### src/rtl/fft_pkg.sv
// Shared FFT definitions: frame geometry, bit-reversal and flattened-bus slot helpers.
package fft_pkg;

  localparam int N     = 32;
  localparam int LOG2N = 5;

  typedef logic [LOG2N-1:0] idx_t;

  // Classification of one input handshake as seen by the loader.
  typedef enum logic [2:0] {
    ACC_NONE,
    ACC_SAMPLE,
    ACC_FRAME_END,
    ACC_EARLY_LAST,
    ACC_MISSING_LAST
  } acc_kind_e;

  function automatic idx_t bitrev5(input idx_t v);
    idx_t r;
    for (int i = 0; i < LOG2N; i++) r[i] = v[LOG2N-1-i];
    return r;
  endfunction

  // LSB position of slot k in a flattened bus of width-bit slots.
  function automatic int slot_lsb(input int k, input int width);
    return k * width;
  endfunction

endpackage

### src/rtl/fft_bitrev_addr.sv
// Maps the sequential sample counter to its bit-reversed fill-buffer slot.
module fft_bitrev_addr
  import fft_pkg::*;
(
  input  idx_t cnt_i,
  output idx_t addr_o
);

  assign addr_o = bitrev5(cnt_i);

endmodule

### src/rtl/fft_input_loader.sv
// Serial-to-parallel FFT front end: fills a bit-reversed buffer, then hands the
// completed frame to a held output register with valid/ready handshaking.
module fft_input_loader
  import fft_pkg::*;
#(
  parameter int p_inputWidth = 8,
  parameter int p_log2N      = LOG2N
) (
  input  logic                      CLK,
  input  logic                      RST,
  input  logic [p_inputWidth-1:0]   i_sample,
  input  logic                      i_valid,
  input  logic                      i_last,
  output logic                      o_ready,
  output logic [N*p_inputWidth-1:0] o_frame,
  output logic                      o_frame_valid,
  input  logic                      i_frame_ready,
  output logic                      o_sync_err
);

  localparam logic [p_log2N-1:0] cnt_last = '1;

  typedef logic [N-1:0][p_inputWidth-1:0] buf_t;

  logic [p_log2N-1:0]        cnt_q, cnt_d;
  buf_t                      fill_q, fill_d;
  logic                      fill_full_q, fill_full_d;
  logic [N*p_inputWidth-1:0] frame_q, frame_d;
  logic                      frame_valid_q, frame_valid_d;
  logic                      sync_err_q, sync_err_d;

  idx_t      wr_addr;
  logic      accept;
  logic      xfer;
  acc_kind_e acc_kind;

  fft_bitrev_addr u_bitrev_addr (
    .cnt_i  (cnt_q),
    .addr_o (wr_addr)
  );

  assign o_ready       = !fill_full_q;
  assign o_frame       = frame_q;
  assign o_frame_valid = frame_valid_q;
  assign o_sync_err    = sync_err_q;

  // accept and xfer are mutually exclusive: one needs fill_full low, the other high.
  assign accept = i_valid && !fill_full_q;
  assign xfer   = fill_full_q && (!frame_valid_q || i_frame_ready);

  always_comb begin
    acc_kind = ACC_NONE;
    if (accept) begin
      if (cnt_q == cnt_last) acc_kind = i_last ? ACC_FRAME_END  : ACC_MISSING_LAST;
      else                   acc_kind = i_last ? ACC_EARLY_LAST : ACC_SAMPLE;
    end
  end

  always_comb begin
    // NOTE: every next-state value is defaulted to hold first, so no path can infer a latch.
    cnt_d         = cnt_q;
    fill_d        = fill_q;
    fill_full_d   = fill_full_q;
    frame_d       = frame_q;
    frame_valid_d = frame_valid_q;
    sync_err_d    = 1'b0;

    unique case (acc_kind)
      ACC_SAMPLE: begin
        fill_d[wr_addr] = i_sample;
        cnt_d           = cnt_q + 1'b1;
      end
      ACC_FRAME_END: begin
        fill_d[wr_addr] = i_sample;
        fill_full_d     = 1'b1;
        cnt_d           = '0;
      end
      ACC_MISSING_LAST: begin
        fill_d[wr_addr] = i_sample;
        fill_full_d     = 1'b1;
        cnt_d           = '0;
        sync_err_d      = 1'b1;
      end
      ACC_EARLY_LAST: begin
        cnt_d      = '0;
        sync_err_d = 1'b1;
      end
      default: ;
    endcase

    // A transfer that coincides with a consume simply replaces the old frame.
    if (xfer) begin
      frame_d       = fill_q;
      frame_valid_d = 1'b1;
      fill_full_d   = 1'b0;
    end else if (i_frame_ready && frame_valid_q) begin
      frame_valid_d = 1'b0;
    end
  end

  always_ff @(posedge CLK or negedge RST) begin
    if (!RST) begin
      cnt_q         <= '0;
      // NOTE: the fill buffer is flops, not RAM, so it can and does take the async reset.
      fill_q        <= '0;
      fill_full_q   <= 1'b0;
      frame_q       <= '0;
      frame_valid_q <= 1'b0;
      sync_err_q    <= 1'b0;
    end else begin
      // NOTE: non-blocking updates keep every register sampling pre-edge values.
      cnt_q         <= cnt_d;
      fill_q        <= fill_d;
      fill_full_q   <= fill_full_d;
      frame_q       <= frame_d;
      frame_valid_q <= frame_valid_d;
      sync_err_q    <= sync_err_d;
    end
  end

endmodule

### config.mk
export PLATFORM = sky130hd
export DESIGN_NAME = fft_input_loader
export DESIGN_NICKNAME = d
export VERILOG_FILES = /design/src/rtl/fft_pkg.sv /design/src/rtl/fft_bitrev_addr.sv /design/src/rtl/fft_input_loader.sv
export SDC_FILE = /design/constraint.sdc
export NUM_CORES = 1
export LEC_CHECK = 0
export BUFFER_PORTS_ARGS = -buffer_cell sky130_fd_sc_hd__buf_2
export CAP_MARGIN = 30
export CELL_PAD_IN_SITES_DETAIL_PLACEMENT = 1
export CELL_PAD_IN_SITES_GLOBAL_PLACEMENT = 1
export CORE_ASPECT_RATIO = 0.75
export CORE_UTILIZATION = 40
export CTS_BUF_LIST = sky130_fd_sc_hd__clkbuf_2 sky130_fd_sc_hd__clkbuf_4 sky130_fd_sc_hd__clkbuf_8
export CTS_CLUSTER_DIAMETER = 60
export DETAILED_ROUTE_END_ITERATION = 10
export GPL_ROUTABILITY_DRIVEN = 0
export HOLD_SLACK_MARGIN = 0.02
export PLACE_DENSITY_LB_ADDON = 0.1
export SYNTH_ARGS = -nofsm -noshare
export SYNTH_HDL_FRONTEND = slang
export SYNTH_SLANG_ARGS = --single-unit
### constraint.sdc
create_clock -name CLK -period 4.2 [get_ports CLK]
set_clock_uncertainty 0.2 [all_clocks]
set_input_delay 0.42 -clock CLK [delete_from_list [all_inputs] [get_ports CLK]]
set_output_delay 0.42 -clock CLK [all_outputs]
set_load 0.05 [all_outputs]
* Word-level counts from Yosys, hierarchy flattened
Index checks and enable logic that the tools add are counted.
Storage, ports and cells: bits in registers 520, input bits 13
Operators by class: $add $sub $neg 1, magnitude comparators 2, equal/unequal tests 5, mux-type cells 13, reduce and logical (&&, ||, !) cells 14
Operators by type and width (number):
- bitwise mux 256 bit | 1
- demux 8 bit (select 5 bit) | 1
- one-hot mux 5 bit (2 select lines) | 1
- 2-to-1 mux 3 bit | 3
- 2-to-1 mux 8 bit | 1
- equality test 3 x 2 -> 1 bit (second input constant) | 2
- < comparator 5 x 6 -> 1 bit (second input constant) | 1
- nonzero test 2 bit | 3
- OR reduction 3 bit | 2
- adder 5 x 1 -> 5 bit (second input constant) | 1
- equality test 5 bit (second input constant) | 1
- greater-or-equal comparator 5 x 1 -> 1 bit (second input constant) | 1
- 2-to-1 mux 1 bit | 5
- logical AND 1 bit | 4
- OR reduction 2 bit | 2
- equality test 3 x 1 -> 1 bit (second input constant) | 1
- equality test 3 bit (second input constant) | 1
- zero test 1 bit | 2
- 2-to-1 mux 2 bit | 1
- logical OR 1 bit | 1

* Logic depth before layout (Yosys ltp)
depth in word-level cells 7, mapped depth 9, gate-level depth less buffers 6

* Hierarchy
A second synthesis with hierarchy kept.
Second synthesis, totals: cell total of the unflattened synthesis 1180, area total of the unflattened synthesis 19834.0 um^2
Modules (own cells, without submodules):
- fft_input_loader | instances 1, cells an instance 1175, area an instance 19796.5 um^2, seq. area each 13012.5 um^2
- fft_bitrev_addr | instances 1, cells an instance 5, area an instance 37.5 um^2, seq. area each 0.0 um^2

* Worst setup path before layout
OpenSTA, ideal clock, no wires.
path kind register to register, start reg cnt_q[2], end reg fill_q[104] in the netlist's numbering, setup time 0.125 ns, arrival time 2.083 ns, data required time 3.875 ns, slack 1.792 ns, cell stages (with the launch flop) 9, buffers on the path 3, cell sequence dfrtp_1 > buf_2 > and3_1 > ha_1 > nor2b_1 > buf_6 > buf_6 > nor3_4 > mux2_2
Between the ends: word-level cells in the longest chain between the ends 5, elaborated cells between the ends (all ways) 13, those cells by class order compare (2); eq/ne (4); mux (5); reduce/logical (2)
Ends and longest elaborated chain:
- start, declared | line fft_input_loader.sv:25 | logic [p_log2N-1:0] cnt_q, cnt_d;
- start signal, assigned | line fft_input_loader.sv:112 | cnt_q <= cnt_d;
- < comparator 5 x 6 -> 1 bit (implied by the code), or another cell as far along | line fft_input_loader.sv:70, fft_input_loader.sv:74, fft_input_loader.sv:79
- logical AND 1 bit (implied by the code) / 2-to-1 mux 3 bit (equally long branches)
- 2-to-1 mux 8 bit (implied by the code) / 2-to-1 mux 3 bit (equally long branches)
- demux 8 bit (select 5 bit), or another cell as far along | line fft_input_loader.sv:70, fft_input_loader.sv:74, fft_input_loader.sv:79
- bitwise mux 256 bit / OR reduction 3 bit (equally long branches)
- end signal, assigned | line fft_input_loader.sv:113 | fill_q <= fill_d;
- end, declared | line fft_input_loader.sv:26 | buf_t fill_q, fill_d;
Parallel ways exist; a longest one is shown, timed or not. A chain may end at the register's enable or synchronous reset.

* Final worst setup path
start reg cnt_q[0], end reg fill_q[228] in the netlist's numbering
Same word-level chain as after synthesis.

==> results.tsv <==
metric	value	unit
status	finished with violations	
failing checks	DRC	
RSZ-0062 raised after global routing	false	
Max Clock Freq	309	MHz
FF+latch count, synth	520	
initial antenna violation count	1	
syn_nets	1221	
actual slew at the worst max-slew pin	0.969	ns
Die Span Y	196	µm
Worst setup EP type	flop	
Rows	70	
global-route wire length before repair	77800	µm
DR pass1 iterations	7	
Fin. Hold Viols	0	
CP Data Arrival Time	3.58	ns
Crit-path slowest cell	nand2b_1	
syn avg cell area	16.7	µm²
CP top delay family	simple AND/OR/NAND/NOR gates	
CP Class	flop to flop	
relative slew slack	35.4	%
commonest non-fill, non-tap cell in the layout	dfrtp_1	
drt via density	5.05	
cell count after synthesis	1201	
post-synthesis instance area	20100	µm²
Max Cap Violations	0	
register area	13000	µm²
routed via count	11300	
io pins	272	
Multi-input gate area	6720	µm²
CTS tree	done	
Total GRT Usage	20.3	%
PortBufs	271	
Crit path buffers/inverters	0	
Total Power	0.0106	W
layout cells sized above 1	63.1	%
final WL	49900	µm
area grow syn2layout	20.1	%
Leakage	12.9	nW
DRC violations left	44	
Final setup viols	0	
Max clock buf depth	3	
Initial Util	40.9	%
clock slew at reported path FFs	0.06	ns
drt wl/cell	22.4	µm
cell mode on critical path	ha_1	
Setup Buffers After CTS	0	
largest net degree at the start of global routing	95	
Skew-Pair Late Insertion Delay	0.67	ns
Sink Count	520	
grt ovf	0	
number of fill cells	4793	
min Tclk post-route	3.24	ns
HPWL Detailed	31800	µm
Hold Crit Class	input port to flop	
total CTS buffers	83	
Die Wd	261	µm
most frequent cells in the layout	519 x dfrtp_1, 511 x mux2_2, 270 x buf_2	
antenna-violating nets left	0	
Final nets	1542	
post-synth cell types	32	
crit-path max FO	15	
sequential element share of the synthesized area	64.8	%
number of synthesis warnings	0	
CP required	4.55	ns
Core ar.	49100	µm²
PwrDens	439	nW/µm²
initial drt markers	448	
period utilization	77.0	%
total negative slack	0	ns
CTS H-tree depth	3	
slowest stage delay, CP	0.79	ns
crit-path cells	ha_1 > and3_1 > ha_1 > nand2b_1 > nand3_1 > mux2_2	
Root Buffer	clkbuf_8	
fin. max-slew vios	0	
post-CTS sizing	0	
vias in the first global route	12300	
Worst IR Drop VDD	275	µV
Setup crit start kind	flop	
DIE AREA	51100	µm²
what timing repair did:
action	4_1_cts	5_1_grt
endpoints found under the hold margin	111	0
endpoints found under the setup margin	0	0
hold buffers	6	0
layer usage:
layer | wire, µm | track usage [%] | share of wire, %
met1 | 22100 | 27.5 | 44
met2 | 24000 | 31.8 | 48
met3 | 2600 | 5.59 | 5.2
met4 | 1190 | 6.41 | 2.4
met5 | 0 | 0 | 0
cell type report:
class / instances / share of cell area [%]
flip-flops and latches: 520 / 54.0
multi-input cells: 607 / 27.9
repair buffers: 306 / 7.77
clock buffers: 134 / 6.72
well taps: 648 / 3.36
clock inverters: 8 / 0.228
inverters: 4 / 0.0623
diodes: 1 / 0.0104
worst reg2reg max path: stages (launching register included):
cell	delay [ns]
dfrtp_1	0.44
ha_1	0.23
and3_1	0.18
ha_1	0.28
nand2b_1	0.79
nand3_1	0.55
mux2_2	0.44
stage by stage:
stage          worst slack, ns  hold WS, ns  cell area, µm²  std cells  util, %
2_1_floorplan             1.79      -0.0756           20100       1201        -
3_3_place_gp              1.05        0.265           22200       2072     45.2
3_5_place_dp             0.944        0.274           22400       2079     45.5
4_1_cts                  0.913       0.0412           24100       2227     49.1
5_1_grt                  0.700       0.0635           24100       2227     49.1
6_report                 0.965        0.105           24100       2228     49.1
synthesized netlist by cell type:
library cell  instances  area, µm²
o311ai_0              1       8.76
nand3b_1              2       15.0
nor4_4                2       42.5
nand2_1               8       30.0
o21ai_0               2       10.0
nor3_1                1       5.00
nor4bb_1              3       30.0
buf_2                33        165
buf_6                 4       45.0
a21oi_1               1       5.00
nand4_1               3       18.8
dfrtp_1             520      13000
buf_4                 5       37.5
nor4b_2               3       45.0
nor3_2                2       20.0
and4bb_2              6       75.1
nor3b_1               2       15.0
nand4b_1              9       78.8
clkbuf_1             28        105
nand3_2              11        110
mux2_2              511       5750
mux2_1                1       11.3
a22o_1                2       17.5
and3_1                1       6.26
nand3_1               7       35.0
nor2_1                1       3.75
nor2b_1               2       12.5
nand2b_1              4       25.0
nor3_4               14        228
ha_1                  7       87.6
o22ai_1               1       6.26
inv_1                 4       15.0
flip-flops by register name (all words and copies together) (netlist names):
| signal | flops |
|---|---|
| o_frame | 256 |
| o_frame_valid | 1 |
| fill_full_q | 1 |
| o_sync_err | 1 |
| cnt_q | 5 |
| fill_q | 256 |
final timing paths:
| check | from | slack [ns] | cells past startpoint | endpoint |
|---|---|---|---|---|
| worst max-delay path | cnt_q[0]$_DFFE_PN0P_ | 0.96 | 6 | fill_q[228]$_DFFE_PN0P_ |
| worst min-delay path | i_sample[5] | 0.11 | 2 | fill_q[5]$_DFFE_PN0P_ |
| worst max register to register | cnt_q[0]$_DFFE_PN0P_ | 0.96 | 6 | fill_q[228]$_DFFE_PN0P_ |
| worst min register to register | fill_q[111]$_DFFE_PN0P_ | 0.29 | 1 | fill_q[111]$_DFFE_PN0P_ |
| max in group asynchronous | RST | 2.52 | 3 | fill_q[70]$_DFFE_PN0P_ |
| min in group asynchronous | RST | 0.20 | 2 | o_frame[147]$_DFFE_PN0P_ |
cell families (layout without fill, tap and decap cells):
family	count (synthesis)	count (layout)	synth area share [%]
other cells	0	1	0
fa+ha+maj	7	7	0.436
compound gates	7	7	0.237
flops	520	520	64.8
simple gates	81	81	3.96
mux	512	512	28.7
buf+inv	74	452	1.83
report_power, final:
part	total, W	switching (W)	internal [W]
logic	0.000674	0.000347	0.000327
clock network	0.00438	0.00195	0.00243
registers	0.00554	0.000173	0.00536
(Power assumes the default switching activity.)
